**src/rtl/core_wb_unit.sv**
```systemverilog
// Writeback unit: merges the in-order pipeline result with NUM_MC multi-cycle
// result channels onto the single register-file write port. Load data is
// aligned and extended here, MC channels are arbitrated round-robin, the
// write port is registered, and a stall request is raised when an MC result
// has been waiting too long.
module core_wb_unit #(
  parameter int XLEN         = 32,
  parameter int NUM_MC       = 2,
  parameter int STARVE_LIMIT = 8
) (
  input  logic                     i_clk,
  input  logic                     i_rst_n,
  input  logic                     i_pipe_valid,
  input  logic [4:0]               i_pipe_rd,
  input  logic [2:0]               i_mem_to_reg,
  input  logic [1:0]               i_d_size,
  input  logic                     i_d_unsigned,
  input  logic [$clog2(XLEN/8)-1:0] i_d_offset,
  input  logic [XLEN-1:0]          i_data_rd_data,
  input  logic [XLEN-1:0]          i_alu_result,
  input  logic [XLEN-1:0]          i_pc_plus_4,
  input  logic [XLEN-1:0]          i_imm,
  input  logic [XLEN-1:0]          i_csr_data,
  input  logic [NUM_MC-1:0]        i_mc_valid,
  input  logic [NUM_MC*5-1:0]      i_mc_rd,
  input  logic [NUM_MC*XLEN-1:0]   i_mc_data,
  output logic [NUM_MC-1:0]        o_mc_ready,
  output logic                     o_rf_we,
  output logic [4:0]               o_rf_waddr,
  output logic [XLEN-1:0]          o_rf_wdata,
  output logic                     o_stall_req
);

  localparam int OFF_W = $clog2(XLEN/8);
  localparam int PTR_W = (NUM_MC > 1) ? $clog2(NUM_MC) : 1;
  localparam int CNT_W = $clog2(STARVE_LIMIT + 1);

  // Shift the raw read word down to the addressed byte, then extend to XLEN.
  function automatic logic [XLEN-1:0] load_format(
    input logic [XLEN-1:0]  word,
    input logic [1:0]       size,
    input logic             is_unsigned,
    input logic [OFF_W-1:0] off
  );
    logic [XLEN-1:0]        sh;
    logic signed [7:0]      b_s;
    logic signed [15:0]     h_s;
    logic signed [31:0]     w_s;
    logic signed [XLEN-1:0] ext_s;
    logic [XLEN-1:0]        res;
    sh  = word >> {off, 3'b000};
    b_s = sh[7:0];
    h_s = sh[15:0];
    w_s = sh[31:0];
    res = word;
    case (size)
      2'b00: begin
        ext_s = XLEN'(b_s);
        res   = is_unsigned ? XLEN'(sh[7:0]) : ext_s;
      end
      2'b01: begin
        ext_s = XLEN'(h_s);
        res   = is_unsigned ? XLEN'(sh[15:0]) : ext_s;
      end
      2'b10: begin
        // A word is the whole datapath on a 32-bit core.
        if (XLEN > 32) begin
          ext_s = XLEN'(w_s);
          res   = is_unsigned ? XLEN'(sh[31:0]) : ext_s;
        end else begin
          res = word;
        end
      end
      default: res = word;
    endcase
    return res;
  endfunction

  logic [PTR_W-1:0] rr_ptr;
  logic [CNT_W-1:0] starve_cnt;
  logic             pipe_own;
  logic [XLEN-1:0]  pipe_wdata;
  logic             gnt_any;
  logic [PTR_W-1:0] gnt_idx;
  logic [4:0]       mc_rd_sel;
  logic [XLEN-1:0]  mc_data_sel;

  assign pipe_own = i_pipe_valid && (i_pipe_rd != 5'd0);

  // Select the in-order result source; unused codes fall back to the ALU.
  always_comb begin
    case (i_mem_to_reg)
      3'd1:    pipe_wdata = load_format(i_data_rd_data, i_d_size, i_d_unsigned, i_d_offset);
      3'd2:    pipe_wdata = i_pc_plus_4;
      3'd3:    pipe_wdata = i_imm;
      3'd4:    pipe_wdata = i_csr_data;
      default: pipe_wdata = i_alu_result;
    endcase
  end

  // Round-robin grant: first valid channel at or after rr_ptr, only when the
  // pipe leaves the port free and never while reset is asserted.
  always_comb begin
    gnt_any    = 1'b0;
    gnt_idx    = '0;
    o_mc_ready = '0;
    if (i_rst_n && !pipe_own) begin
      for (int i = 0; i < NUM_MC; i++) begin
        if (!gnt_any && i_mc_valid[(int'(rr_ptr) + i) % NUM_MC]) begin
          gnt_any = 1'b1;
          gnt_idx = PTR_W'((int'(rr_ptr) + i) % NUM_MC);
        end
      end
      if (gnt_any) o_mc_ready[gnt_idx] = 1'b1;
    end
  end

  assign mc_rd_sel   = i_mc_rd[5*int'(gnt_idx) +: 5];
  assign mc_data_sel = i_mc_data[XLEN*int'(gnt_idx) +: XLEN];

  // ---- stage p0 -> p1: registered write port and arbitration pointer ----
  // Capture the winning result one cycle after acceptance; address/data hold when idle.
  always_ff @(posedge i_clk) begin
    if (!i_rst_n) begin
      o_rf_we    <= 1'b0;
      o_rf_waddr <= 5'd0;
      o_rf_wdata <= '0;
      rr_ptr     <= '0;
    end else if (pipe_own) begin
      o_rf_we    <= 1'b1;
      o_rf_waddr <= i_pipe_rd;
      o_rf_wdata <= pipe_wdata;
    end else if (gnt_any) begin
      rr_ptr  <= PTR_W'((int'(gnt_idx) + 1) % NUM_MC);
      o_rf_we <= (mc_rd_sel != 5'd0);
      if (mc_rd_sel != 5'd0) begin
        o_rf_waddr <= mc_rd_sel;
        o_rf_wdata <= mc_data_sel;
      end
    end else begin
      o_rf_we <= 1'b0;
    end
  end

  // Count cycles an MC result waits without a transfer, saturating at the limit.
  always_ff @(posedge i_clk) begin
    if (!i_rst_n) begin
      starve_cnt <= '0;
    end else if (!(|i_mc_valid) || gnt_any) begin
      starve_cnt <= '0;
    end else if (starve_cnt != CNT_W'(STARVE_LIMIT)) begin
      starve_cnt <= starve_cnt + 1'b1;
    end
  end

  assign o_stall_req = (starve_cnt == CNT_W'(STARVE_LIMIT));

endmodule

```
**config.mk**
```make
export PLATFORM = sky130hd
export DESIGN_NAME = core_wb_unit
export DESIGN_NICKNAME = d
export VERILOG_FILES = /design/src/rtl/core_wb_unit.sv
export SDC_FILE = /design/constraint.sdc
export NUM_CORES = 1
export LEC_CHECK = 0
export CAP_MARGIN = 25
export CORE_AREA = 2 2 114 116
export CTS_BUF_LIST = sky130_fd_sc_hd__clkbuf_8
export DETAILED_ROUTE_END_ITERATION = 8
export DIE_AREA = 0 0 116 118
export PLACE_DENSITY = 0.78
export SETUP_SLACK_MARGIN = 0.2
export SLEW_MARGIN = 10
export SYNTH_ARGS = -nofsm -noshare
export SYNTH_HDL_FRONTEND = slang
export SYNTH_SLANG_ARGS = --single-unit
```
**constraint.sdc**
```tcl
create_clock -name i_clk -period 2.9 [get_ports i_clk]
set_input_delay 0.58 -clock i_clk [delete_from_list [all_inputs] [get_ports i_clk]]
set_output_delay 0.58 -clock i_clk [all_outputs]
set_load 0.1 [all_outputs]
```
# After elaboration in Yosys (flattened, before gate mapping)
# Cells that the tools add are included.
# classes
eq_ne,7
order_cmp,4
mul,1
n_addsub,3
bitwise_logic,3
n_mux,30
shifts,3
reduce_logical,17
# ops
cell,count
$mux W32,5
$pmux W32 S4,1
$pmux W32 S2,1
$shiftx A64 B7 Y32,1
$shr A32 B5 Y16,1
$mux W1,17
$mux W5,3
$reduce_bool A5 Y1,2
$shiftx A10 B5 Y5,1
$eq A3 B2 Y1 const B,2
$add A4 B1 Y4 const B,1
$eq A4 B4 Y1 const B,1
$logic_and A1 B1 Y1,4
$lt A1 B2 Y1 const B,2
$mul A3 B1 Y4 const A,1
$mux W2,2
$ne A4 B4 Y1 const B,1
$reduce_and A2 Y1,2
$reduce_bool A2 Y1,2
$reduce_or A2 Y1,2
$eq A3 B1 Y1 const B,1
$eq A3 B3 Y1 const B,1
$logic_not A1 Y1,3
$lt A2 B3 Y1 const B,1
8 further kinds,10
# word_totals
word_cells,73
output_inout_bits,41
reg_bits,43
input_bits,252

# Logic depth before layout (Yosys ltp)
# logic_depth
word_depth,16
ltp_mapped,8
depth_no_buf,6

# Worst setup path after synthesis
# Ideal clock, no wire load.
# synth_path
path_type,input-to-output
start,input port i_pipe_rd[0]
end,output port o_mc_ready[1]
t_required_ns,2.320
n_path_buf,2
stages,5
arrival_ns,3.582
slack_ns,-1.262
path_cell_list,nor3_1 -> a21boi_0 -> clkbuf_1 -> clkbuf_1 -> nor3_1
# synth_via
elab_chain_cells,5
# synth_rtl
element,line_no,rtl
from (decl),14,"input logic [4:0] i_pipe_rd,"
$reduce_bool A5 Y1,88,assign pipe_own = i_pipe_valid && (i_pipe_rd != 5'd0);
$logic_and A1 B1 Y1,88,
$logic_not A1 Y1,107,if (i_rst_n && !pipe_own) begin
$logic_and A1 B1 Y1,107,
$mux W2,107,
to (decl),27,"output logic [NUM_MC-1:0] o_mc_ready,"
# No other way between the ends.

# Final worst setup path
# layout_path
start,input port i_pipe_rd[0]
end,register o_rf_wdata[19]
# layout_via
elab_chain_cells,10
elab_cells_between_ends,16
cone_classes,mul: 1; shift: 2; mux: 5; reduce/logical: 8
# layout_rtl
element,line_no,rtl
$reduce_bool A5 Y1 *,88,
$logic_and A1 B1 Y1 *,88,
$logic_not A1 Y1,107,
$logic_and A1 B1 Y1,107,
$mux W1,107,
$mul A3 B1 Y4,118,assign mc_rd_sel = i_mc_rd[5*int'(gnt_idx) +: 5];
$shiftx A10 B5 Y5,118,
$reduce_bool A5 Y1,136,if (mc_rd_sel != 5'd0) begin
$reduce_bool A2 Y1 (no source line),-,
$reduce_and A2 Y1 (no source line),-,
to (signal assigned),132,o_rf_wdata <= pipe_wdata;
to (signal assigned),138,o_rf_wdata <= mc_data_sel;
to (decl),30,"output logic [XLEN-1:0] o_rf_wdata,"
# Mark *: on every way between the ends. The rest lies on a longest branch, timed or not. The select of a mux whose other input is x is not followed.
# A chain may end at the register's enable or synchronous reset.

==> impl_metrics.csv <==
group,metric,value,unit
final_layout,area_growth,76.4,%
timing,finalHoldViolCount,0,
final_layout,layout_common_cells,"clkdlybuf4s50_1 (249), a21oi_1 (69), buf_4 (68)",
placed_design,port_buffers,292,
critical_path,crit_start,"i_pipe_rd[0]",
routing,drt-initial-drc-count,555,
grt,grt_most_used_layer,"met2",
clock_tree,worstSkewPairLatency,290,ps
floorplan,die_h,118,um
timing,period_needed,2520,ps
logic_synthesis,ys_ff_latch,43,
clock_tree,tritoncts_num_sinks,43,
critical_path,crit_type,"input pin to register",
routing,post_drt_wl_per_cell,20.6,um
grt,grt_pass1_wl,30800,um
placed_design,place_ws,-1.16,ps
final_layout,stdcell_count,1004,
logic_synthesis,ys.flop_type,"dfxtp_1",
floorplan,io_pins,293,
power_and_ir_drop,power.leakage,2.79,nW
routing,route.detailed.drc,0,
clock_tree,cts_buffer_depth,2,
critical_path,crit_arrival,2700,ps
grt,grtUsageTotal,28.7,%
min_path,holdPathStages,2,
timing,fin_skew,7.11,ps
grt,use_met1,32.5,%
timing,setup_viol,0,
timing,setup_ws,375,ps
logic_synthesis,synth_nets,807,
grt,met2_usage,51.0,%
min_path,hold_class,"register to register",
clock_tree,clock-root-buffer,"clkbuf_8",
clock_tree,cts_max_level,2,
logic_synthesis,ys_types,62,
critical_path,cp-end-kind,"register",
power_and_ir_drop,powerDensity,350,nW/um2
logic_synthesis,synth_edf_count,0,
clock_tree,cts_tree,"done",
timing,tightest_slew,517,ps
clock_tree,clk_pin_slew,90,ps
timing,clock.fmax,396,MHz
routing,num_vias,5860,
routing,dr.pass1.iters,6,
run_status,outcome,"finished, final reports clean",
critical_path,cp_max_fo,29,
timing,slew_headroom,65.4,%
routing,vias_per_cell,5.84,
logic_synthesis,syn_inst,553,
placed_design,gp_congestion,0.928,
floorplan,fp-row-count,41,
logic_synthesis,synth_seq_area_share,20.2,%
placed_design,dp_cells,996,
routing,ant_nets,0,
grt,grt_pass1_vias,5949,
critical_path,critPathLaunchType,"input pin",
floorplan,die_x,116,um
placed_design,dp_hpwl,17300,um
power_and_ir_drop,vdd_drop_max,0.214,mV
floorplan,coreArea,12400,um2
grt,use_met3,5.05,%
timing,fin_crit_sh,87.1,%
timing,slew_viol_final,0,
logic_synthesis,synthArstFlopShare,0,%
floorplan,die-area,13700,um2
final_layout,fin_util,60.6,%
logic_synthesis,avgSynthCellArea,7.71,um2
timing,rsz0062_at_grt,"false",
logic_synthesis,syn-cell-area,4260,um2
final_layout,antenna_cells,0,
flow_run,cap_violations,0,
min_path,worstHoldStart,"o_rf_waddr[1]",
final_layout,nets,1085,
critical_path,worstReg2RegStart,"rr_ptr",
routing,wl,20700,um
power_and_ir_drop,power.total,2.63,mW
grt,grt_max_degree,46,
final_layout,layout_commonest_cell,"clkdlybuf4s50_1",
grt,antenna_found_initial,0,
final_layout,drive_gt1_share,16.6,%
clock_tree,cts_hold_buffers,0,
clock_tree,numCtsBuffers,5,
critical_path,cp.required,3070,ps
grt,grt_overflow,0,
logic_synthesis,ys_warn_count,0,
critical_path,worst-r2r-cell-count,7,
floorplan,start_util,34.3,%
## Yosys cell counts, types with 4 or more instances
cell	count	area share, %
a21oi_1	69	8.1
nor2_1	48	4.2
o21ai_0	44	5.2
dfxtp_1	43	20
mux2_2	34	9.0
mux2i_1	31	7.3
clkbuf_1	29	2.6
nand2_1	21	1.8
nand2b_1	21	3.1
o22ai_1	16	2.3
a221o_1	15	3.5
buf_2	13	1.5
inv_1	13	1.1
nor4_1	12	1.8
o31ai_1	12	2.1
a221oi_1	10	2.1
a22o_1	9	1.8
o211ai_1	9	1.6
a211oi_1	7	1.2
a222oi_1	7	1.6
o221a_1	7	1.8
o221ai_1	7	1.4
buf_1	6	0.53
nor3_1	6	0.70
a32oi_1	4	0.82
buf_6	4	1.1
nor2b_1	4	0.59
o21bai_1	4	0.70
## routing by layer
metal / vias to the layer above / routed length, um
met1: 2706 / 7600
met3: 74 / 1700
met5: - / 0
li1: 2704 / -
met2: 376 / 10300
met4: 0 / 1070
## repair_timing
action / CTS / global route
resized for setup: 0 / 1
setup buffers: 0 / 0
setup endpoints to repair: 0 / 15
## power breakdown
part / total [mW] / switching, mW / internal [mW]
sequential: 0.682 / 0.0363 / 0.646
clock: 0.560 / 0.219 / 0.341
combinational: 1.39 / 0.798 / 0.590
## critical path: stages
cell	delay (ps)
clkdlybuf4s50_1	440
nor3_2	300
a21bo_2	200
buf_4	320
nand4_2	370
o21ai_0	370
o31ai_1	110
## stage by stage
stage	hold WS, ps	cell area [um2]	setup TNS (ps)
3_5_place_dp	453	7390	-1.16
5_1_grt	473	7520	0
6_report	467	7520	0
2_1_floorplan	474	4280	0
4_1_cts	466	7520	0
3_3_place_gp	445	7390	0
## flip-flops by register name (all words and copies together) (netlist names)
name and flops:
o_rf_waddr 5, o_rf_we 1, o_rf_wdata 32, starve_cnt 4, rr_ptr 1
## worst paths after layout
check                   endpoint  slack, ps
setup / recovery  o_rf_wdata[19]        380
hold / removal     o_rf_waddr[1]        470
setup reg to reg  o_rf_wdata[19]        960
hold reg to reg    o_rf_waddr[1]        470
## kinds of logic (layout without fill, tap and decap cells)
group	after synthesis	in the layout	synth area share, %
xor+xnor	4	4	0.822
simple gates	135	135	16.8
flops	43	43	20.2
fa+ha+maj	2	2	0.587
compound gates	236	236	38.2
mux	65	65	16.3
buf+inv	68	347	7.19
## cell type report
class | count | area (um2)
clock inverter | 3 | 63.8
clock buffer | 5 | 68.8
fill | 1109 | 4890
sequential | 43 | 861
tap | 172 | 215
inverter | 14 | 52.6
timing repair buffer | 325 | 3130
multi-input combinational | 442 | 3130
Power figures use the tool's default switching activity.
